**config.mk**
```make
export PLATFORM = sky130hd
export DESIGN_NAME = filter_rx_hdr_parser
export DESIGN_NICKNAME = d
export VERILOG_FILES = /design/src/rtl/filter_rx_hdr_parser.sv
export SDC_FILE = /design/constraint.sdc
export NUM_CORES = 2
export LEC_CHECK = 0
export CAP_MARGIN = 20
export CORE_AREA = 2 2 617 619
export CTS_BUF_LIST = sky130_fd_sc_hd__clkbuf_2
export DETAILED_ROUTE_END_ITERATION = 16
export DIE_AREA = 0 0 619 621
export DONT_BUFFER_PORTS = 1
export GPL_ROUTABILITY_DRIVEN = 0
export PLACE_DENSITY = 0.38
export SETUP_SLACK_MARGIN = 0.1
export SYNTH_ARGS = -nofsm -noshare
export SYNTH_HDL_FRONTEND = slang
export SYNTH_SLANG_ARGS = --single-unit
```
**constraint.sdc**
```tcl
create_clock -name aclk -period 2.3 [get_ports aclk]
set_input_delay 0.23 -clock aclk [delete_from_list [all_inputs] [get_ports aclk]]
set_output_delay 0.23 -clock aclk [all_outputs]
set_load 0.01 [all_outputs]
```
**src/rtl/filter_rx_hdr_parser.sv**
```systemverilog
// Receive-path header parser: extracts L3 destination address and L4 destination port from
// the first beat of each packet and forwards the stream through a 2-entry skid buffer.
module filter_rx_hdr_parser #(
  parameter int DATA_W = 512,
  parameter int USER_W = 48,
  parameter int CNT_W  = 32
) (
  input  logic                  aclk,
  input  logic                  aresetn,
  input  logic                  s_axis_tvalid,
  output logic                  s_axis_tready,
  input  logic [DATA_W-1:0]     s_axis_tdata,
  input  logic [DATA_W/8-1:0]   s_axis_tkeep,
  input  logic                  s_axis_tlast,
  input  logic [USER_W-1:0]     s_axis_tuser,
  output logic                  m_axis_tvalid,
  input  logic                  m_axis_tready,
  output logic [DATA_W-1:0]     m_axis_tdata,
  output logic [DATA_W/8-1:0]   m_axis_tkeep,
  output logic                  m_axis_tlast,
  output logic [USER_W-1:0]     m_axis_tuser,
  output logic                  m_meta_sop,
  output logic                  m_meta_is_ipv4,
  output logic                  m_meta_is_ipv6,
  output logic                  m_meta_l4_valid,
  output logic [31:0]           m_meta_ipv4_dst,
  output logic [127:0]          m_meta_ipv6_dst,
  output logic [15:0]           m_meta_dst_port,
  output logic [CNT_W-1:0]      stat_pkt_cnt,
  output logic [CNT_W-1:0]      stat_ipv4_cnt,
  output logic [CNT_W-1:0]      stat_ipv6_cnt,
  output logic [CNT_W-1:0]      stat_runt_cnt
);

  localparam int KEEP_W = DATA_W / 8;

  typedef struct packed {
    logic         sop;
    logic         isIpv4;
    logic         isIpv6;
    logic         l4Valid;
    logic [31:0]  ipv4Dst;
    logic [127:0] ipv6Dst;
    logic [15:0]  dstPort;
  } meta_t;

  typedef struct packed {
    logic [DATA_W-1:0] data;
    logic [KEEP_W-1:0] keep;
    logic              last;
    logic [USER_W-1:0] user;
    meta_t             meta;
  } beat_t;

  typedef enum logic {ST_IDLE, ST_BODY} state_t;

  function automatic logic [7:0] byteAt(input logic [DATA_W-1:0] d, input logic [5:0] idx);
    return d[{idx, 3'b000} +: 8];
  endfunction

  function automatic logic allKept(input logic [KEEP_W-1:0] k, input logic [5:0] lo,
                                   input logic [5:0] hi);
    logic ok;
    ok = 1'b1;
    for (int i = 0; i < KEEP_W; i++) begin
      if (6'(i) >= lo && 6'(i) <= hi && !k[i]) ok = 1'b0;
    end
    return ok;
  endfunction

  function automatic logic [6:0] keepCount(input logic [KEEP_W-1:0] k);
    logic [6:0] n;
    n = '0;
    for (int i = 0; i < KEEP_W; i++) n = n + 7'(k[i]);
    return n;
  endfunction

  logic         vlanTag;
  logic [5:0]   hdrOff;
  logic [15:0]  etype;
  logic         etypeKept;
  logic [7:0]   ipv4Vihl;
  logic [7:0]   ipv4FragHi;
  logic [7:0]   ipv4FragLo;
  logic [7:0]   ipv4Proto;
  logic [7:0]   ipv6NextHdr;
  logic         ipv4CtlKept;
  logic         ipv4L4;
  logic         ipv6L4;
  logic [31:0]  ipv4DstRaw;
  logic [127:0] ipv6DstRaw;
  meta_t        parsedMeta;

  // A single 802.1Q tag shifts every L3/L4 offset by four bytes; anything deeper is not parsed.
  always_comb begin
    vlanTag    = byteAt(s_axis_tdata, 6'd12) == 8'h81 && byteAt(s_axis_tdata, 6'd13) == 8'h00 &&
                 allKept(s_axis_tkeep, 6'd12, 6'd13);
    hdrOff     = vlanTag ? 6'd4 : 6'd0;
    etype      = {byteAt(s_axis_tdata, 6'd12 + hdrOff), byteAt(s_axis_tdata, 6'd13 + hdrOff)};
    etypeKept  = allKept(s_axis_tkeep, 6'd12 + hdrOff, 6'd13 + hdrOff);
    ipv4Vihl   = byteAt(s_axis_tdata, 6'd14 + hdrOff);
    ipv4FragHi = byteAt(s_axis_tdata, 6'd20 + hdrOff);
    ipv4FragLo = byteAt(s_axis_tdata, 6'd21 + hdrOff);
    ipv4Proto  = byteAt(s_axis_tdata, 6'd23 + hdrOff);
    ipv6NextHdr = byteAt(s_axis_tdata, 6'd20 + hdrOff);
    ipv4DstRaw = {byteAt(s_axis_tdata, 6'd30 + hdrOff), byteAt(s_axis_tdata, 6'd31 + hdrOff),
                  byteAt(s_axis_tdata, 6'd32 + hdrOff), byteAt(s_axis_tdata, 6'd33 + hdrOff)};
    ipv6DstRaw = '0;
    for (int i = 0; i < 16; i++) begin
      ipv6DstRaw[8*(15-i) +: 8] = byteAt(s_axis_tdata, 6'd38 + hdrOff + 6'(i));
    end

    parsedMeta        = '0;
    parsedMeta.sop    = 1'b1;
    parsedMeta.isIpv4 = etypeKept && etype == 16'h0800 &&
                        allKept(s_axis_tkeep, 6'd30 + hdrOff, 6'd33 + hdrOff);
    parsedMeta.isIpv6 = etypeKept && etype == 16'h86DD &&
                        allKept(s_axis_tkeep, 6'd38 + hdrOff, 6'd53 + hdrOff);

    ipv4CtlKept = allKept(s_axis_tkeep, 6'd14 + hdrOff, 6'd14 + hdrOff) &&
                  allKept(s_axis_tkeep, 6'd20 + hdrOff, 6'd21 + hdrOff) &&
                  allKept(s_axis_tkeep, 6'd23 + hdrOff, 6'd23 + hdrOff);
    ipv4L4 = parsedMeta.isIpv4 && ipv4CtlKept && ipv4Vihl[3:0] == 4'd5 &&
             !ipv4FragHi[5] && ipv4FragHi[4:0] == 5'd0 && ipv4FragLo == 8'd0 &&
             (ipv4Proto == 8'd6 || ipv4Proto == 8'd17) &&
             allKept(s_axis_tkeep, 6'd36 + hdrOff, 6'd37 + hdrOff);
    ipv6L4 = parsedMeta.isIpv6 && allKept(s_axis_tkeep, 6'd20 + hdrOff, 6'd20 + hdrOff) &&
             (ipv6NextHdr == 8'd6 || ipv6NextHdr == 8'd17) &&
             allKept(s_axis_tkeep, 6'd56 + hdrOff, 6'd57 + hdrOff);
    parsedMeta.l4Valid = ipv4L4 || ipv6L4;

    if (parsedMeta.isIpv4) parsedMeta.ipv4Dst = ipv4DstRaw;
    if (parsedMeta.isIpv6) parsedMeta.ipv6Dst = ipv6DstRaw;
    if (ipv4L4) begin
      parsedMeta.dstPort = {byteAt(s_axis_tdata, 6'd36 + hdrOff), byteAt(s_axis_tdata, 6'd37 + hdrOff)};
    end else if (ipv6L4) begin
      parsedMeta.dstPort = {byteAt(s_axis_tdata, 6'd56 + hdrOff), byteAt(s_axis_tdata, 6'd57 + hdrOff)};
    end
  end

  state_t   state_q;
  meta_t    metaHold_q;
  logic     inReady_q;
  logic     inAccept;
  beat_t    inBeat;

  assign inAccept = s_axis_tvalid && inReady_q;

  always_comb begin
    inBeat      = '0;
    inBeat.data = s_axis_tdata;
    inBeat.keep = s_axis_tkeep;
    inBeat.last = s_axis_tlast;
    inBeat.user = s_axis_tuser;
    inBeat.meta = (state_q == ST_IDLE) ? parsedMeta : metaHold_q;
  end

  // Held metadata is stored with sop cleared so body beats can reuse it unchanged.
  always_ff @(posedge aclk or negedge aresetn) begin
    if (!aresetn) begin
      state_q    <= ST_IDLE;
      metaHold_q <= '0;
    end else if (inAccept) begin
      case (state_q)
        ST_IDLE: begin
          metaHold_q     <= parsedMeta;
          metaHold_q.sop <= 1'b0;
          state_q        <= s_axis_tlast ? ST_IDLE : ST_BODY;
        end
        ST_BODY: begin
          if (s_axis_tlast) state_q <= ST_IDLE;
        end
        default: state_q <= ST_IDLE;
      endcase
    end
  end

  logic [CNT_W-1:0] pktCnt_q, ipv4Cnt_q, ipv6Cnt_q, runtCnt_q;

  always_ff @(posedge aclk or negedge aresetn) begin
    if (!aresetn) begin
      pktCnt_q  <= '0;
      ipv4Cnt_q <= '0;
      ipv6Cnt_q <= '0;
      runtCnt_q <= '0;
    end else if (inAccept && state_q == ST_IDLE) begin
      pktCnt_q <= pktCnt_q + CNT_W'(1);
      if (parsedMeta.isIpv4) ipv4Cnt_q <= ipv4Cnt_q + CNT_W'(1);
      if (parsedMeta.isIpv6) ipv6Cnt_q <= ipv6Cnt_q + CNT_W'(1);
      if (s_axis_tlast && keepCount(s_axis_tkeep) < 7'd60) runtCnt_q <= runtCnt_q + CNT_W'(1);
    end
  end

  beat_t outBeat_q, outBeat_d;
  beat_t skidBeat_q, skidBeat_d;
  logic  outValid_q, outValid_d;
  logic  skidValid_q, skidValid_d;
  logic  inReady_d;

  // The skid slot only fills while the output is stalled, and input is refused while it is
  // occupied, so an accepted beat and a skid drain never coincide.
  always_comb begin
    outBeat_d   = outBeat_q;
    outValid_d  = outValid_q;
    skidBeat_d  = skidBeat_q;
    skidValid_d = skidValid_q;
    if (!outValid_q || m_axis_tready) begin
      if (skidValid_q) begin
        outBeat_d   = skidBeat_q;
        outValid_d  = 1'b1;
        skidValid_d = 1'b0;
      end else begin
        outValid_d = inAccept;
        if (inAccept) outBeat_d = inBeat;
      end
    end else if (inAccept) begin
      skidBeat_d  = inBeat;
      skidValid_d = 1'b1;
    end
    inReady_d = !skidValid_d;
  end

  always_ff @(posedge aclk or negedge aresetn) begin
    if (!aresetn) begin
      outBeat_q   <= '0;
      outValid_q  <= 1'b0;
      skidBeat_q  <= '0;
      skidValid_q <= 1'b0;
      inReady_q   <= 1'b0;
    end else begin
      outBeat_q   <= outBeat_d;
      outValid_q  <= outValid_d;
      skidBeat_q  <= skidBeat_d;
      skidValid_q <= skidValid_d;
      inReady_q   <= inReady_d;
    end
  end

  assign s_axis_tready   = inReady_q;
  assign m_axis_tvalid   = outValid_q;
  assign m_axis_tdata    = outBeat_q.data;
  assign m_axis_tkeep    = outBeat_q.keep;
  assign m_axis_tlast    = outBeat_q.last;
  assign m_axis_tuser    = outBeat_q.user;
  assign m_meta_sop      = outBeat_q.meta.sop;
  assign m_meta_is_ipv4  = outBeat_q.meta.isIpv4;
  assign m_meta_is_ipv6  = outBeat_q.meta.isIpv6;
  assign m_meta_l4_valid = outBeat_q.meta.l4Valid;
  assign m_meta_ipv4_dst = outBeat_q.meta.ipv4Dst;
  assign m_meta_ipv6_dst = outBeat_q.meta.ipv6Dst;
  assign m_meta_dst_port = outBeat_q.meta.dstPort;
  assign stat_pkt_cnt    = pktCnt_q;
  assign stat_ipv4_cnt   = ipv4Cnt_q;
  assign stat_ipv6_cnt   = ipv6Cnt_q;
  assign stat_runt_cnt   = runtCnt_q;

endmodule

```
# Word-level counts from Yosys, hierarchy flattened
# Index checks and enable logic that the tools add are counted.
classes:
  eq_ne: 8
  n_bitwise: 2
  n_reduce_logical: 1254
  n_lt_le_gt_ge: 1089
  n_shift: 30
  addsub: 98
  n_mux: 590
op_table:
  columns: ["operator", "count"]
  rows:
  - ["variable part select 512 x 10 -> 8 bit", 29]
  - ["two-way mux 805 bit", 2]
  - ["less-or-equal comparator 6 bit, first input constant", 224]
  - ["logical AND 1 bit", 1173]
  - ["greater-or-equal comparator 6 bit, first input constant", 192]
  - ["less-or-equal comparator 5 x 6 -> 1 bit, first input constant", 112]
  - ["two-way mux 1 bit", 582]
  - ["greater-or-equal comparator 5 x 6 -> 1 bit, first input constant", 96]
  - ["variable part select 512 x 10 -> 4 bit", 1]
  - ["adder 7 x 1 -> 7 bit", 57]
  - ["greater-or-equal comparator 6 x 5 -> 1 bit, first input constant", 64]
  - ["less-or-equal comparator 6 x 5 -> 1 bit, first input constant", 64]
  - ["less-or-equal comparator 4 x 6 -> 1 bit, first input constant", 56]
  - ["greater-or-equal comparator 4 x 6 -> 1 bit, first input constant", 48]
  - ["two-way mux 180 bit", 1]
  - ["less-or-equal comparator 3 x 6 -> 1 bit, first input constant", 28]
  - ["greater-or-equal comparator 5 bit, first input constant", 32]
  - ["less-or-equal comparator 5 bit, first input constant", 32]
  - ["greater-or-equal comparator 3 x 6 -> 1 bit, first input constant", 24]
  - ["adder 32 x 1 -> 32 bit, second input constant", 4]
  - ["two-way mux 128 bit", 1]
  - ["less-or-equal comparator 1 x 6 -> 1 bit, first input constant", 14]
  - ["less-or-equal comparator 2 x 6 -> 1 bit, first input constant", 14]
  - ["greater-or-equal comparator 4 x 5 -> 1 bit, first input constant", 16]
  - ["41 further kinds", 205]
totals:
  elab_cells: 3107
  inputBits: 629
  output_inout_bits: 935
  regBits: 1921

# Depth between registers and ports, before layout
logic_depth:
  ltp_word: 85
  ltp_mapped: 25
  depth_no_buf: 23

# Worst setup path before layout
# Ideal clock, no wire load.
synth_timing:
  path_kind: "input to register"
  start: "in s_axis_tkeep[0]"
  end: "reg runtCnt_q[29], in the netlist stat_runt_cnt[29]"
  path_stages: 23
  slack_ns: -4.179
  setup_time_ns: 0.126
  arrival_ns: 6.353
  path_cell_list: "inv_1 > fa_1 > fa_1 > fa_1 > inv_1 > fa_1 > fa_1 > fa_1 > inv_1 > fa_1 > fa_1 > inv_1 > ha_1 > and3b_1 > o21a_1 > o21a_1 > o21ai_0 > a21o_1 > clkbuf_1 > and3_1 > clkbuf_1 > nand4_1 > xnor2_1"
synth_between:
  elab_chain_cells: 66
synth_lines:
  columns: ["element", "line", "text"]
  rows:
  - ["start: declaration", "13", "input logic [DATA_W/8-1:0] s_axis_tkeep,"]
  - ["adder 1 x 1 -> 2 bit", "74", "for (int i = 0; i < KEEP_W; i++) n = n + 7'(k[i]);"]
  - ["adder 2 x 1 -> 3 bit", "74", null]
  - ["adder 3 x 1 -> 4 bit", "74", null]
  - ["adder 4 x 1 -> 5 bit", "74", null]
  - ["adder 5 x 1 -> 6 bit", "74", null]
  - ["adder 6 x 1 -> 7 bit", "74", null]
  - ["adder 7 x 1 -> 7 bit (57 in series)", "74", null]
  - ["< comparator 7 x 6 -> 1 bit", "190", "if (s_axis_tlast && keepCount(s_axis_tkeep) < 7'd60) runtCnt_q <= runtCnt_q + CNT_W'(1);"]
  - ["logical AND 1 bit", "190", null]
  - ["AND reduction 2 bit (no source line)", null, null]
  - ["end signal: assignment", "190", null]
  - ["end: declaration", "178", "logic [CNT_W-1:0] pktCnt_q, ipv4Cnt_q, ipv6Cnt_q, runtCnt_q;"]
# No other way between the ends.
# A chain may end at the register's enable or synchronous reset.

# Worst setup path after layout
layout_timing:
  start: "in s_axis_tkeep[7]"
  end: "reg runtCnt_q[31], in the netlist stat_runt_cnt[31]"
layout_between:
  elab_chain_cells: 60
layout_lines:
  columns: ["element", "line"]
  rows:
  - ["adder 7 x 1 -> 7 bit (57 in series)", "74"]
  - ["< comparator 7 x 6 -> 1 bit", "190"]
  - ["logical AND 1 bit", "190"]
  - ["AND reduction 2 bit (no source line)", null]
# No other way between the ends.

==> out/qor.yml <==
tightest_slew_ns: 1.13
min_path_cells: 2
ios: 1564
core_area_um2: 378000
ys_types: 57
arrival_ns: 6.43
cts-root-buf: "clkbuf_2"
grt-ovfl-total: 0
critPathSlowestCell: "fa_1"
rrSetupSlack_ns: -0.12
numCtsBuffers: 576
synthesis.nets: 9604
synth_area_um2: 85300
timing.slew.headroom_pct: 24.6
min_period_ns: 4.51
maxCapViolations: 0
path_cells: "inv_1 -> fa_1 -> fa_2 -> fa_1 -> inv_2 -> buf_12 -> fa_1 -> fa_1 -> fa_1 -> inv_1 -> fa_1 -> fa_1 -> inv_1 -> ha_1 -> and3b_1 -> nor3_2 -> nor4_4 -> a211oi_2 -> a21o_4 -> buf_12 -> and3_4 -> nand4_1 -> xnor2_1"
layout.nets: 13300
nFillCells: 38300
cts_sinks: 1921
startpoint: "s_axis_tkeep[7]"
fmax_mhz: 222
clk_pin_slew_ns: 0.09
reg2regPathDepth: 11
ys.flop_type: "dfrtp_1"
worst_clock_skew_ns: 0.351
critPathMaxStageDelay_ns: 0.54
grt_max_degree: 235
crit_required_ns: 4.22
syn-mean-instance-area_um2: 9.57
setup_ws_ns: -2.21
cts-htree-levels: 6
status: "finished with violations"
die_area_um2: 384000
floorplan.rows: 226
violations: "negative hold slack, negative setup slack"
portBuffers: 0
clk_latency_ns: 2.18
fin_setup_tns_ns: -1033.12
peakVddDrop_v: 0.00250
ys_ff_latch: 1921
grt_pass1_vias: 88400
r2r-end: "stat_ipv6_cnt[31]"
post_drt_wl_per_cell_um: 25.7
yosysWarnings: 0
postPlaceCellArea_um2: 96200
synthCells: 8904
startpoint_type: "input port"
synth-edff-count: 0
hold_class: "in -> reg"
timing.final.crit_share_pct: 196
worstSetupPathType: "in -> reg"
setup_viol: 2555
cts_buffer_depth: 4
grt_pass1_wl_um: 651000
setup.worst_path.end_class: "flip-flop"
final_max_slew_viol_count: 0
preCtsSetupSlack_ns: -4.57
p_leak_uw: 0.0586
drtPass1Iterations: 6
worst-path-max-fanout: 6
async_flop_share_pct: 100
drt_wl_total_um: 463000
grt_usage_pct: 23.1
die_h_um: 621
grt_antenna_before_repair: 72
cpMostUsedCell: "fa_1"
drtIter0Drc: 5912
rsz0062_at_grt: "true"
r2r_start: "stat_ipv6_cnt[14]"
final_layout_size_suffix_gt1_share_pct: 17.9
place.detailed.hpwl_um: 315000
whs_ns: -1.74
finalHoldViolCount: 472
drc: 0
detail-route-antenna-nets: 0
start_util_pct: 22.6
design_area_um2: 134000
areaGrowthSynthToFinish_pct: 56.9
routed_via_density: 4.70
synth_seq_area_share_pct: 56.4
worstHoldStart: "s_axis_tkeep[29]"
cts_tree: "built"
die_x_um: 619
power_density_nw_per_um2: 806
worstHoldEndpoint: "skidBeat_q[258]"
via_count: 84700
## cell families (layout without fill, tap and decap cells)
group / count (synthesis) / after routing / share of synthesized area [%]
multiplexers: 763 / 763 / 8.97
AND/OR/NAND/NOR: 3499 / 3500 / 16.3
flip-flops: 1921 / 1921 / 56.4
buffers and inverters: 727 / 4749 / 3.21
AO/OA/AOI/OAI: 1797 / 1797 / 12.4
XOR/XNOR: 126 / 126 / 1.30
adder cells (fa/ha/maj): 71 / 71 / 1.51
other: 0 / 64 / 0
## registers in the layout, indices dropped and copies added (netlist names)
register / cells
m_axis_tdata: 512
m_axis_tkeep: 64
m_axis_tlast: 1
m_axis_tuser: 48
m_axis_tvalid: 1
m_meta_dst_port: 16
m_meta_ipv4_dst: 32
m_meta_ipv6_dst: 128
m_meta_is_ipv4: 1
m_meta_is_ipv6: 1
m_meta_l4_valid: 1
m_meta_sop: 1
metaHold_q: 179
s_axis_tready: 1
skidBeat_q: 805
skidValid_q: 1
stat_ipv4_cnt: 32
stat_ipv6_cnt: 32
stat_pkt_cnt: 32
stat_runt_cnt: 32
state_q: 1
## critical path: cells and delay by family
kind / cells / cell delay [ns]
xor gates and xnor gates: 1 / 0.16
AOI/OAI and AO/OA: 2 / 0.48
buffers and inverters: 6 / 0.49
and+or+nand+nor: 5 / 0.85
adders and majority gates: 9 / 4.17
## power breakdown
part,leakage (uW),total [uW],switching [uW],internal [uW]
clock,0.00374,27300,16900,10400
sequential,0.0236,51500,10000,41500
combinational,0.0313,28900,15400,13600
total,0.0586,108000,42300,65500
## cell usage after synthesis, types with 2 or more instances
cell type | n | share of area, %
nand3_1 | 50 | 0.29
nand4b_1 | 4 | 0.041
nand2_1 | 3095 | 14
a211oi_1 | 2 | 0.018
o41ai_1 | 2 | 0.021
o211ai_1 | 271 | 2.4
nor3b_1 | 3 | 0.026
a311oi_1 | 14 | 0.14
a22oi_1 | 2 | 0.018
or4_1 | 9 | 0.079
mux2_2 | 5 | 0.066
nand4_1 | 44 | 0.32
and3b_1 | 2 | 0.021
a21oi_1 | 98 | 0.58
nor2b_1 | 5 | 0.037
mux2i_1 | 758 | 8.9
dfrtp_1 | 1921 | 56
a21o_1 | 34 | 0.30
and2_1 | 8 | 0.059
and3_1 | 72 | 0.53
nor3_1 | 26 | 0.15
and4_1 | 7 | 0.072
xnor2_1 | 74 | 0.76
nor2_1 | 117 | 0.52
fa_1 | 53 | 1.2
nor4bb_1 | 5 | 0.059
a31oi_1 | 9 | 0.066
nor4_2 | 2 | 0.029
nand3b_1 | 2 | 0.018
nor4_1 | 23 | 0.17
o31a_1 | 2 | 0.021
or3_1 | 6 | 0.044
o21a_1 | 129 | 1.1
nor4b_1 | 7 | 0.072
clkbuf_1 | 591 | 2.6
buf_1 | 24 | 0.11
inv_1 | 110 | 0.48
o31ai_1 | 133 | 1.2
ha_1 | 18 | 0.26
nand2b_1 | 6 | 0.044
o21ai_0 | 1095 | 6.4
xor2_1 | 51 | 0.52
## placed cells by master, fill, tap and decap left out, types with 13 or more instances in the layout
cell	instances
fa_1	45
mux2i_1	757
xnor2_1	74
clkinv_4	14
dfrtp_2	564
o21ai_0	970
xor2_1	51
o31ai_1	132
a21o_1	33
dfrtp_1	1348
nor2_2	15
clkinv_1	70
dlygate4sd3_1	2958
a21oi_1	94
nand4_1	44
o21a_1	129
inv_1	105
nor4_1	13
o21ai_1	124
nand2_1	3087
clkbuf_2	798
nand3_1	36
o211ai_1	271
and3_1	67
buf_4	492
nor2_1	92
buf_16	30
ha_1	18
diode_2	64
buf_6	77
buf_12	128
## worst max path at each step
| stage | endpoint | slack, ns |
|---|---|---|
| after floorplan | stat_runt_cnt[29] | -3.71 |
| after global placement | stat_runt_cnt[31] | -4.63 |
| after detailed placement | stat_runt_cnt[31] | -4.57 |
| after CTS | stat_runt_cnt[24] | -1.70 |
| after global routing | stat_runt_cnt[26] | -2.08 |
| final | stat_runt_cnt[31] | -2.21 |
## cell type report
| cell class | instances | area, um2 | share of cell area (%) |
|---|---|---|---|
| clock buffer | 796 | 3980 | 2.98 |
| timing repair buffer | 3710 | 38000 | 28.4 |
| multi-input combinational | 6257 | 35200 | 26.3 |
| tap | 5016 | 6280 | 4.69 |
| inverter | 110 | 420 | 0.314 |
| antenna | 64 | 160 | 0.120 |
| sequential | 1921 | 48800 | 36.5 |
| clock inverter | 133 | 945 | 0.706 |
## routing by layer
metal	up-vias	wire length [um]	track usage [%]
met5	-	190	0
met4	30	36000	15.6
met3	1315	39000	7.43
met2	3511	214000	37.4
met1	42200	173000	26.0
li1	37600	-	-
## timing repair
action / 4_1_cts / 5_1_grt
endpoints found under the setup margin: 991 / 3247
setup buffers: 38 / 19
resized for setup: 701 / 71
pin swaps: 24 / 20
hold endpoints to repair: 2864 / 974
cloned: 1 / 9
hold buffers: 2932 / 69
## stage by stage
step / cells / power (uW) / utilization [%] / hold slack [ns]
after floorplan: 8904 / 61000 / - / -0.0656
after global placement: 14000 / 73000 / 25.5 / -0.0609
after detailed placement: 14000 / 72900 / 25.5 / -0.0583
after CTS: 17900 / 108000 / 35.0 / -2.10
after global routing: 18000 / 114000 / 35.4 / -1.94
final: 18000 / 108000 / 35.4 / -1.74
No activity file was read; power rests on OpenSTA's default activity.
